**src/rtl/div_bus_pkg.sv**
```systemverilog
// div_bus_pkg
// Shared definitions for div_bus_master: FSM state encoding, response
// status codes and the default fin timeout.
package div_bus_pkg;

  // state    | meaning
  // ---------+---------------------------------------------------------
  // IDLE     | ready for a host request
  // START    | begin_div strobe, in_bus = 0
  // SEND_HI  | in_bus = dividend[15:8]
  // SEND_LO  | in_bus = dividend[7:0]
  // SEND_DIV | in_bus = divisor
  // WAIT_FIN | counting cycles until fin (quotient) or timeout
  // GET_REM  | capture remainder from out_bus
  // RESP     | response held until resp_ready
  typedef enum logic [2:0] {
    S_IDLE     = 3'd0,
    S_START    = 3'd1,
    S_SEND_HI  = 3'd2,
    S_SEND_LO  = 3'd3,
    S_SEND_DIV = 3'd4,
    S_WAIT_FIN = 3'd5,
    S_GET_REM  = 3'd6,
    S_RESP     = 3'd7
  } state_t;

  localparam logic [1:0] ST_OK   = 2'b00;
  localparam logic [1:0] ST_DIV0 = 2'b01;
  localparam logic [1:0] ST_OVF  = 2'b10;
  localparam logic [1:0] ST_TMO  = 2'b11;

  localparam int TIMEOUT_DEFAULT = 64;

endpackage

```
**src/rtl/div_bus_master.sv**
```systemverilog
// div_bus_master
// Host-side bus master for an external byte-serial divider. A request
// (16-bit dividend, 8-bit divisor) is screened for divide-by-zero and
// quotient overflow, then sent as a start strobe followed by three bytes.
// The divider answers with fin + quotient, then the remainder on the next
// cycle. The result is returned through a valid/ready response port.
//
// Ports
//   clk, rst              clock, asynchronous active-high reset
//   req_valid/req_ready   request handshake; dividend, divisor sampled on accept
//   begin_div, in_bus     start strobe and byte bus to the divider
//   fin, out_bus          done strobe and result bus from the divider
//   resp_valid/resp_ready response handshake
//   quotient, remainder   result bytes
//   status                00 ok, 01 div-by-zero, 10 overflow, 11 timeout
module div_bus_master
  import div_bus_pkg::*;
#(
  parameter int TIMEOUT = TIMEOUT_DEFAULT
) (
  input  logic        clk,
  input  logic        rst,
  input  logic        req_valid,
  output logic        req_ready,
  input  logic [15:0] dividend,
  input  logic [7:0]  divisor,
  output logic        begin_div,
  output logic [7:0]  in_bus,
  input  logic        fin,
  input  logic [7:0]  out_bus,
  output logic        resp_valid,
  input  logic        resp_ready,
  output logic [7:0]  quotient,
  output logic [7:0]  remainder,
  output logic [1:0]  status
);

  localparam int CW = (TIMEOUT > 1) ? $clog2(TIMEOUT) : 1;

  state_t        r_state;
  state_t        w_next;
  logic [15:0]   r_dividend;
  logic [7:0]    r_divisor;
  logic [7:0]    r_quot;
  logic [7:0]    r_rem;
  logic [1:0]    r_status;
  logic [CW-1:0] r_cnt;
  logic          w_accept;
  logic          w_tmo;

  assign w_accept = (r_state == S_IDLE) && req_valid;
  assign w_tmo    = (r_cnt == CW'(TIMEOUT - 1));

  always_ff @(posedge clk or posedge rst) begin
    if (rst) r_state <= S_IDLE;
    else     r_state <= w_next;
  end

  always_comb begin
    w_next = r_state;
    case (r_state)
      S_IDLE: begin
        if (req_valid) begin
          // Screened requests skip the divider entirely.
          if (divisor == 8'd0 || dividend[15:8] >= divisor) w_next = S_RESP;
          else                                              w_next = S_START;
        end
      end
      S_START:    w_next = S_SEND_HI;
      S_SEND_HI:  w_next = S_SEND_LO;
      S_SEND_LO:  w_next = S_SEND_DIV;
      S_SEND_DIV: w_next = S_WAIT_FIN;
      S_WAIT_FIN: begin
        // fin wins over timeout on the last counted cycle.
        if (fin)        w_next = S_GET_REM;
        else if (w_tmo) w_next = S_RESP;
      end
      S_GET_REM:  w_next = S_RESP;
      S_RESP:     if (resp_ready) w_next = S_IDLE;
      default:    w_next = S_IDLE;
    endcase
  end

  always_ff @(posedge clk or posedge rst) begin
    if (rst) begin
      r_dividend <= '0;
      r_divisor  <= '0;
      r_quot     <= '0;
      r_rem      <= '0;
      r_status   <= ST_OK;
      r_cnt      <= '0;
    end else begin
      r_cnt <= (r_state == S_WAIT_FIN) ? r_cnt + 1'b1 : '0;
      if (w_accept) begin
        r_dividend <= dividend;
        r_divisor  <= divisor;
        r_quot     <= '0;
        r_rem      <= '0;
        if (divisor == 8'd0)               r_status <= ST_DIV0;
        else if (dividend[15:8] >= divisor) r_status <= ST_OVF;
        else                               r_status <= ST_OK;
      end
      if (r_state == S_WAIT_FIN) begin
        if (fin)        r_quot   <= out_bus;
        else if (w_tmo) r_status <= ST_TMO;
      end
      if (r_state == S_GET_REM) r_rem <= out_bus;
    end
  end

  always_comb begin
    in_bus = 8'd0;
    case (r_state)
      S_SEND_HI:  in_bus = r_dividend[15:8];
      S_SEND_LO:  in_bus = r_dividend[7:0];
      S_SEND_DIV: in_bus = r_divisor;
      default:    in_bus = 8'd0;
    endcase
  end

  assign req_ready  = (r_state == S_IDLE);
  assign begin_div  = (r_state == S_START);
  assign resp_valid = (r_state == S_RESP);
  assign quotient   = r_quot;
  assign remainder  = r_rem;
  assign status     = r_status;

endmodule

```
**config.mk**
```make
export PLATFORM = sky130hd
export DESIGN_NAME = div_bus_master
export DESIGN_NICKNAME = d
export VERILOG_FILES = /design/src/rtl/div_bus_pkg.sv /design/src/rtl/div_bus_master.sv
export SDC_FILE = /design/constraint.sdc
export NUM_CORES = 1
export LEC_CHECK = 0
export ABC_CLOCK_PERIOD_IN_PS = 1700
export CORE_ASPECT_RATIO = 0.6
export CORE_MARGIN = 2
export CORE_UTILIZATION = 44
export DETAILED_ROUTE_END_ITERATION = 16
export GPL_TIMING_DRIVEN = 0
export PLACE_DENSITY = 0.76
export SYNTH_ARGS = -nofsm -noshare
export SYNTH_HDL_FRONTEND = slang
export SYNTH_SLANG_ARGS = --single-unit
```
**constraint.sdc**
```tcl
create_clock -name clk -period 1.7 [get_ports clk]
set_input_delay 0.34 -clock clk [delete_from_list [all_inputs] [get_ports clk]]
set_output_delay 0.34 -clock clk [all_outputs]
set_load 0.1 [all_outputs]
```
# --- Word-level counts from Yosys, hierarchy flattened ---
# Cells that the tools add are included.
classes:
  reduce_logical: 6
  n_lt_le_gt_ge: 1
  add_sub_neg: 1
  n_mux: 19
  n_eq_ne: 11
ops:
  columns: ["op", "count"]
  rows:
  - ["$mux 8", 5]
  - ["$pmux 3 s8", 1]
  - ["$pmux 8 s3", 1]
  - ["$mux 3", 5]
  - ["$eq 3x3->1 const B", 4]
  - ["$mux 2", 6]
  - ["$ge 8x8->1", 1]
  - ["$logic_not 8->1", 1]
  - ["$add 6x1->6 const B", 1]
  - ["$eq 3x2->1 const B", 2]
  - ["$eq 6x6->1 const B", 1]
  - ["$mux 6", 1]
  - ["$eq 3x1->1 const B", 1]
  - ["$logic_not 3->1", 1]
  - ["$ne 3x3->1 const B", 1]
  - ["$reduce_and 3->1", 1]
  - ["$ne 2x1->1 const B", 1]
  - ["$ne 2x2->1 const B", 1]
  - ["$reduce_bool 2->1", 1]
  - ["$logic_and 1x1->1", 1]
  - ["$logic_or 1x1->1", 1]
word_totals:
  inputBits: 37
  output_inout_bits: 29
  reg_bits: 51

# --- Logic depth before layout (Yosys ltp) ---
# Gate-level depths: netlist of run 1.
depth:
  depth_word: 7
  depth_mapped: 8
  ltp_nobuf: 7

# --- Worst setup path after synthesis of run 1 ---
# No wires, ideal clock.
synth_path:
  path_type: "register to output"
  startpoint: "register r_state[0]"
  endpoint: "output port in_bus[0]"
  stages_incl_launch_ff: 7
  arrival_ps: 1867
  required_ps: 1360
  path_buffers: 1
  path_slack_ps: -507
  path_cell_list: "dfrtp_1 inv_1 ha_1 and2b_2 clkbuf_1 a22oi_1 nand2_1"
synth_between:
  elab_chain_len: 2
  word_cells_on_any_way: 4
  cone_classes: "eq/ne (3); mux (1)"
synth_lines:
  columns: ["element", "line_no", "rtl"]
  rows:
  - ["start: declaration", "div_bus_master.sv:40", "state_t r_state;"]
  - ["start signal: assignment", "div_bus_master.sv:56", "else r_state <= w_next;"]
  - ["$eq 3x3->1 / $eq 3x2->1 (equally long branches)", "div_bus_master.sv:113", "case (r_state)"]
  - ["$pmux 8 s3 *", "div_bus_master.sv:113", null]
  - ["end: declaration", "div_bus_master.sv:28", "output logic [7:0] in_bus,"]
# Every way passes the cells marked *; elsewhere a longest branch is shown, timed or not.

# --- Final worst setup path of run 1 ---
layout_path:
  startpoint: "register r_state[1]"
  endpoint: "output port in_bus[6]"
# Same word-level chain as after synthesis.

==> key figures, run 1 <==
Status
  • Status: finished with violations
  • Failing checks: setup timing

Yosys
  • Post-Syn Nets: 322
  • Most frequent cells after synthesis: nand2_1 (95), dfrtp_1 (51), o21ai_0 (21), inv_1 (14), ha_1 (13)
  • Flops & latches, synth: 51
  • Post-synth EDFFs: 0
  • Mapped Avg Cell Area: 9.283 um^2
  • Synth top area share: 50.55%
  • Synth warn: 0
  • Ys flop type: dfrtp_1
  • Leading area contributor after synthesis: dfrtp_1
  • Cell Area, Synth: 2525 um^2
  • Cells after synthesis: 272
  • Most frequent cell after synthesis: nand2_1
  • Netlist cell types: 41
  • Sequential cell area fraction in the yosys report: 50.55%
  • Async S/R FF share, synth: 100.0%
  • Largest cells by area after synthesis: dfrtp_1 (51%), nand2_1 (14%), ha_1 (6.4%)

STA
  • Final Hold Fails: 0
  • Layout Skew: 0.008541 ns
  • Max-slew violations: 0
  • F_max: 497.8 MHz
  • Final setup fails: 14
  • Slew HR: 61.32%
  • Hold WS: 0.4093 ns
  • Final setup margin: -0.3087 ns
  • Final period util: 118.2%
  • RSZ-0062 raised after global routing: yes
  • Min cycle time layout: 2.009 ns
  • Slew @ Worst Pin: 0.5794 ns

Power and ir drop
  • Worst vdd ir: 1.766 mV
  • Cell Int Power: 3.982 mW
  • Power share of the sequential group: 24.4%
  • Power share of the combinational group: 66.5%
  • Pleak: 1.808 nW
  • Sw Pwr: 4.486 mW
  • Switching share of power: 52.98%
  • Pwr per Cell Area: 2136 nW/um^2
  • Clock share of power: 9.1%
  • Total Power: 8.468 mW

Routing
  • Wire length per cell: 16.38 um
  • Final wirelength: 7.241 mm
  • Vias: 2264
  • DRC Markers: 0
  • Pre-Repair DR Iteration Count: 4
  • Post-route ant nets: 0
  • Vias per cell: 5.122
  • First DRT Iteration DRCs: 117

Job
  • Max_cap viols: 0

Layout
  • Layout cells sized above 1: 34.25%
  • Layout Nets: 411
  • P&R area growth vs syn: 57.04%
  • Fin area: 3965 um^2
  • Final core utilization: 71.52%
  • Antenna cells: 0

Setup path
  • Crit-path max FO: 8
  • Slowest CP cell: dfrtp_1
  • Crit-path max cell delay: 0.44 ns
  • Type of the worst setup path: register to output port
  • CP Data Arrival Time: 1.67 ns
  • Crit start category: register
  • CP required: 1.36 ns
  • Critical path cell sequence: ha_2 > and2b_4 > a22oi_2 > nand2_4 > buf_12
  • Crit end category: output port

Floorplan
  • Full die area: 6381 um^2
  • Die span in y: 62.68 um
  • Die width: 101.8 um
  • Rows: 21
  • Initial Util: 45.54%
  • IO Pins: 66
  • Core area: 5544 um^2

Global route
  • GRT overflow: 0
  • First-pass GRT wire length: 11.21 mm
  • Largest net degree at the start of global routing: 28
  • Gr usage total: 22.57%
  • Vias in the first global route: 2287
  • Initial antenna violation count: 0

CTS
  • Clock tree buffer depth: 2
  • Clk root buf: clkbuf_8
  • Clock Latency Late Sink: 0.30 ns
  • H-tree lvl count: 2
  • Sinks on Clock Net: 51
  • # hold bufs at CTS: 0
  • Num CTS Buffers: 5
  • Reg clk slew, reported paths: 0.10 ns
  • CTS tree: built

Placed design
  • Placed instance area: 3428 um^2
  • Routability cong.: 0.8396
  • # port buffers: 65
  • HPWL after DPL: 4.798 mm

Worst hold path
  • Worst min path class: input pin to async pin
-- sequential cells by signal (all words and copies together) (netlist names) --
| name | cells |
|---|---|
| quotient | 8 |
| remainder | 8 |
| r_state | 3 |
| status | 2 |
| r_divisor | 8 |
| r_cnt | 6 |
| r_dividend | 16 |
-- worst max-delay path, delay by kind of cell, from the launching register on --
kind | cells | cell delay (ns)
flops | 1 | 0.44
simple gates | 2 | 0.37
buf+inv | 1 | 0.17
fa+ha+maj | 1 | 0.28
compound gates | 1 | 0.10
-- through the flow --
stage	setup slack [ns]	TNS, ns	cells
floorplan	-0.1193	-1.092	272
detailed placement	-1.125	-18.02	418
CTS	-0.2955	-2.607	440
global placement	-1.125	-62.09	417
finish	-0.3087	-3.010	442
global route	-0.3619	-3.748	442
-- repair_timing --
item	in CTS	in global routing
setup endpoints to repair	48	54
setup buffers	18	3
gates resized for setup	181	24
endpoints found under the hold margin	0	0
pin swaps	14	9
-- kinds of logic after synthesis --
group	synth area share, %
XOR/XNOR	1.041
multiplexers	0.5945
adder cells (fa/ha/maj)	6.442
buffers and inverters	4.856
AO/OA/AOI/OAI	12.79
flip-flops	50.54
AND/OR/NAND/NOR	23.74
-- final cells by class --
cell class              count  area [um^2]
well taps                  80        100.1
fillers                   383         1579
clock buffers               8        100.1
inverters                  14        52.55
flip-flops and latches     51         1276
repair buffers             86        944.7
plain buffers               9        83.83
multi-input cells         194         1408
-- routing by layer --
metal | up-vias | GRT usage [%] | share of wire [%] | wire length (um)
li1 | 1082 | - | - | -
met1 | 1104 | 33.96 | 50 | 3589
met2 | 70 | 33.55 | 45 | 3240
met3 | 8 | 4.922 | 5.0 | 364
met4 | 0 | 4.561 | 0.64 | 46
met5 | - | 0 | 0 | 0
-- worst paths after layout --
path | slack, ns | endpoint | depth (start not counted) | from
max | -0.31 | in_bus[6] | 5 | r_state[1]$_DFFE_PP0P_
min | 0.41 | r_dividend[9]$_DFFE_PP0P_ | 2 | rst
max reg2reg | -0.19 | r_state[1]$_DFFE_PP0P_ | 8 | r_state[1]$_DFFE_PP0P_
min reg2reg | 0.50 | r_divisor[6]$_DFFE_PP0P_ | 2 | r_divisor[6]$_DFFE_PP0P_
max in group asynchronous | 0.74 | r_cnt[5]$_DFF_PP0_ | 3 | rst
min in group clk | 0.44 | r_divisor[0]$_DFFE_PP0P_ | 3 | divisor[0]
-- placed cells by master (no fill, tap or decap), types with 2 or more instances in the layout --
cell type / netlist / routed
a21oi_1: 3 / 2
a22o_1: 8 / 8
a22oi_2: 0 / 8
and2_4: 1 / 2
and2b_4: 0 / 3
and3_2: 2 / 2
buf_12: 0 / 12
buf_4: 0 / 20
buf_6: 1 / 4
clkbuf_2: 0 / 3
clkbuf_8: 0 / 7
clkdlybuf4s15_2: 0 / 18
clkdlybuf4s50_1: 0 / 30
dfrtp_1: 51 / 51
dlygate4sd2_1: 0 / 6
ha_1: 13 / 3
ha_2: 0 / 2
ha_4: 0 / 8
inv_1: 14 / 8
inv_2: 0 / 6
nand2_1: 95 / 84
nand2_2: 0 / 2
nand2_4: 0 / 9
nand4_1: 2 / 2
nor2_1: 5 / 5
nor2_4: 1 / 2
nor4_1: 2 / 2
o211ai_1: 2 / 2
o21ai_0: 21 / 18
o21ai_1: 0 / 3
xnor2_1: 2 / 2
-- power groups by stage --
| stage | clock, mW | combinational, mW | sequential, mW |
|---|---|---|---|
| 2_1_floorplan | 0 | 2.41 | 3.43 |
| 3_3_place_gp | 0 | 4.85 | 2.05 |
| 3_5_place_dp | 0 | 4.91 | 2.06 |
| 4_1_cts | 0.766 | 5.45 | 2.05 |
| 5_1_grt | 0.837 | 5.87 | 2.13 |
| 6_report | 0.767 | 5.63 | 2.07 |
Note: power is estimated with default switching activity, not from simulation.
==> run 2, diff against run 1 <==
--- a/config.mk
+++ b/config.mk
@@ -7,11 +7,11 @@
 export LEC_CHECK = 0
 export ABC_CLOCK_PERIOD_IN_PS = 1700
 export CORE_ASPECT_RATIO = 0.6
-export CORE_MARGIN = 2
 export CORE_UTILIZATION = 44
 export DETAILED_ROUTE_END_ITERATION = 16
 export GPL_TIMING_DRIVEN = 0
 export PLACE_DENSITY = 0.76
+export SKIP_LAST_GASP = 1
 export SYNTH_ARGS = -nofsm -noshare
 export SYNTH_HDL_FRONTEND = slang
 export SYNTH_SLANG_ARGS = --single-unit
==> run 2 against run 1 <==
  * The run still ends with setup timing left
  * Flip-flop and latch count stayed put
  * Worst setup slack got worse by 0.024 ns
  * Worst hold slack worse by 0.15 ns
  * Design area shrank 2.6%
  * Die area decreased by 5.1%
  * Core utilization increased by 1.6 points
  * Critical endpoint is now in_bus[0]
  * Critical path depth did not move
  * Via count grew 0.49%
  * Count of clock-buffer cells in the layout shrank 3
  * Routed wire length shrank 1.5%
==> key figures, run 2 (synthesis results as in run 1) <==
CTS
  • Num CTS Buffers: 5 (unchanged)
  • Sinks on Clock Net: 51 (unchanged)
  • Reg clk slew, reported paths: 0.11 ns (about the same)
  • H-tree lvl count: 2 (unchanged)
  • CTS tree: built
  • Clock Latency Late Sink: 0.31 ns (about the same)
  • Clk root buf: clkbuf_8
  • # hold bufs at CTS: 0 (unchanged)
  • Clock tree buffer depth: 2 (unchanged)

Floorplan
  • IO Pins: 66 (unchanged)
  • Full die area: 6056 um^2 (-5.1%)
  • Die width: 99.80 um (-2.0%)
  • Initial Util: 47.82% (+2.3 points)
  • Core area: 5280 um^2 (-4.8%)
  • Rows: 20 (-4.8%)
  • Die span in y: 60.68 um (-3.2%)

Status
  • Status: finished with violations
  • Failing checks: setup timing

Setup path
  • CP startpoint: r_state[1]$_DFFE_PP0P_
  • Top Family by Delay on Critical Path: flip-flops
  • CP Data Arrival Time: 1.69 ns (+0.02 ns)
  • Crit-path max FO: 8 (unchanged)
  • Type of the worst setup path: register to output port
  • Slowest CP cell: dfrtp_1
  • CP required: 1.36 ns (about the same)
  • Crit end category: output port
  • R2r startpoint: r_state[1]$_DFFE_PP0P_
  • Crit-path max cell delay: 0.44 ns (about the same)
  • Crit start category: register
  • Bufs and invs on worst path: 1 (unchanged)
  • Critical path cell sequence: ha_2 > and2b_4 > a22oi_2 > nand2_4 > buf_12

STA
  • Layout Skew: 0.01057 ns (+0.002029 ns)
  • Max-slew violations: 0 (unchanged)
  • RSZ-0062 raised after global routing: yes
  • Slew HR: 62.05% (+0.74 points)
  • Final period util: 119.6% (+1.4 points)
  • Final setup margin: -0.3324 ns (-0.02372 ns)
  • Slew @ Worst Pin: 0.5719 ns (-0.007553 ns)
  • Final setup fails: 14 (unchanged)
  • Final Hold Fails: 0 (unchanged)
  • Min cycle time layout: 2.032 ns (+0.02372 ns)
  • Setup tns final: -3.429 ns (-0.4186 ns)
  • F_max: 492.0 MHz (-1.2%)

Global route
  • Gr usage total: 25.03% (+2.5 points)
  • Largest net degree at the start of global routing: 42 (+50%)
  • Vias in the first global route: 2249 (-1.7%)
  • Initial antenna violation count: 0 (unchanged)
  • GRT overflow: 0 (unchanged)
  • First-pass GRT wire length: 11.26 mm (+0.49%)

Layout
  • Antenna cells: 0 (unchanged)
  • Fin area: 3861 um^2 (-2.6%)
  • Layout Nets: 408 (-0.73%)
  • Layout cells sized above 1: 30.92% (-3.3 points)
  • Most common cell after layout, fill and taps aside: nand2_1
  • P&R area growth vs syn: 52.92%
  • Top reg by flops: r_dividend
  • Most frequent cells in the layout: nand2_1 (86), dfrtp_1 (51), clkdlybuf4s50_1 (30), o21ai_0 (20), clkdlybuf4s15_2 (18)
  • Max reg flops: 16 (unchanged)
  • Final std cells w/o fill: 436 (-1.4%)

Placed design
  • HPWL after DPL: 4.771 mm (-0.56%)
  • Placed instance area: 3425 um^2 (-0.11%)
  • Routability cong.: 0.8266 (-1.5%)
  • Placed Cells: 415 (-0.72%)
  • # port buffers: 65 (unchanged)

Routing
  • Wire length per cell: 16.36 um (-0.11%)
  • Post-route ant nets: 0 (unchanged)
  • Vias per cell: 5.218 (+1.9%)
  • Final wirelength: 7.135 mm (-1.5%)
  • Pre-Repair DR Iteration Count: 4 (unchanged)
  • DRC Markers: 0 (unchanged)
  • Vias: 2275 (+0.49%)
  • First DRT Iteration DRCs: 150 (+28%)

Worst hold path
  • Worst min path class: input pin to async pin

Job
  • Max_cap viols: 0 (unchanged)
[run 2: metal layers]
layer / wire length (um) / vias up / share of wire [%] / track usage, %
li1: - / 1079 / - / -
met1: 3328 / 1116 / 47 / 37.22
met2: 3253 / 74 / 46 / 37.14
met3: 513 / 6 / 7.2 / 6.797
met4: 40 / 0 / 0.56 / 4.622
met5: 0 / - / 0 / 0
[run 2: layout make-up]
type | count | area (um^2)
inverters | 14 | 52.55
well taps | 77 | 96.34
multi-input cells | 194 | 1343
clock buffers | 5 | 68.82
fillers | 359 | 1419
repair buffers | 83 | 922.1
plain buffers | 9 | 75.07
clock inverters | 3 | 27.53
flip-flops and latches | 51 | 1276
[run 2: worst paths after layout]
| kind | to | slack (ns) | cells after the start |
|---|---|---|---|
| worst max-delay path | in_bus[0] | -0.33 | 5 |
| worst min-delay path | r_dividend[2]$_DFFE_PP0P_ | 0.25 | 2 |
| worst max register to register | r_state[1]$_DFFE_PP0P_ | -0.21 | 8 |
| worst min register to register | r_divisor[4]$_DFFE_PP0P_ | 0.50 | 2 |
| max in group asynchronous | r_cnt[1]$_DFF_PP0_ | 0.94 | 3 |
| min in group clk | r_dividend[10]$_DFFE_PP0P_ | 0.39 | 3 |
[run 2: timing repair]
item,in CTS,in global routing
hold endpoints to repair,0,0
gates resized for setup,176,15
pin swaps,11,11
setup buffers,10,7
endpoints found under the setup margin,50,55
[run 2: stage by stage]
| stage | hold slack (ns) | utilization [%] | setup WS (ns) |
|---|---|---|---|
| after floorplan | 0.4331 | - | -0.1193 |
| after global placement | 0.4499 | 64.48 | -1.140 |
| after detailed placement | 0.4667 | 64.86 | -1.163 |
| after CTS | 0.2648 | 71.33 | -0.3143 |
| after global routing | 0.2819 | 73.13 | -0.3937 |
| final | 0.2549 | 73.13 | -0.3324 |
Power of run 2 is left out: the tool's default activity adds up to more than one toggle a clock period on the data nets, which glitch-free logic cannot reach.
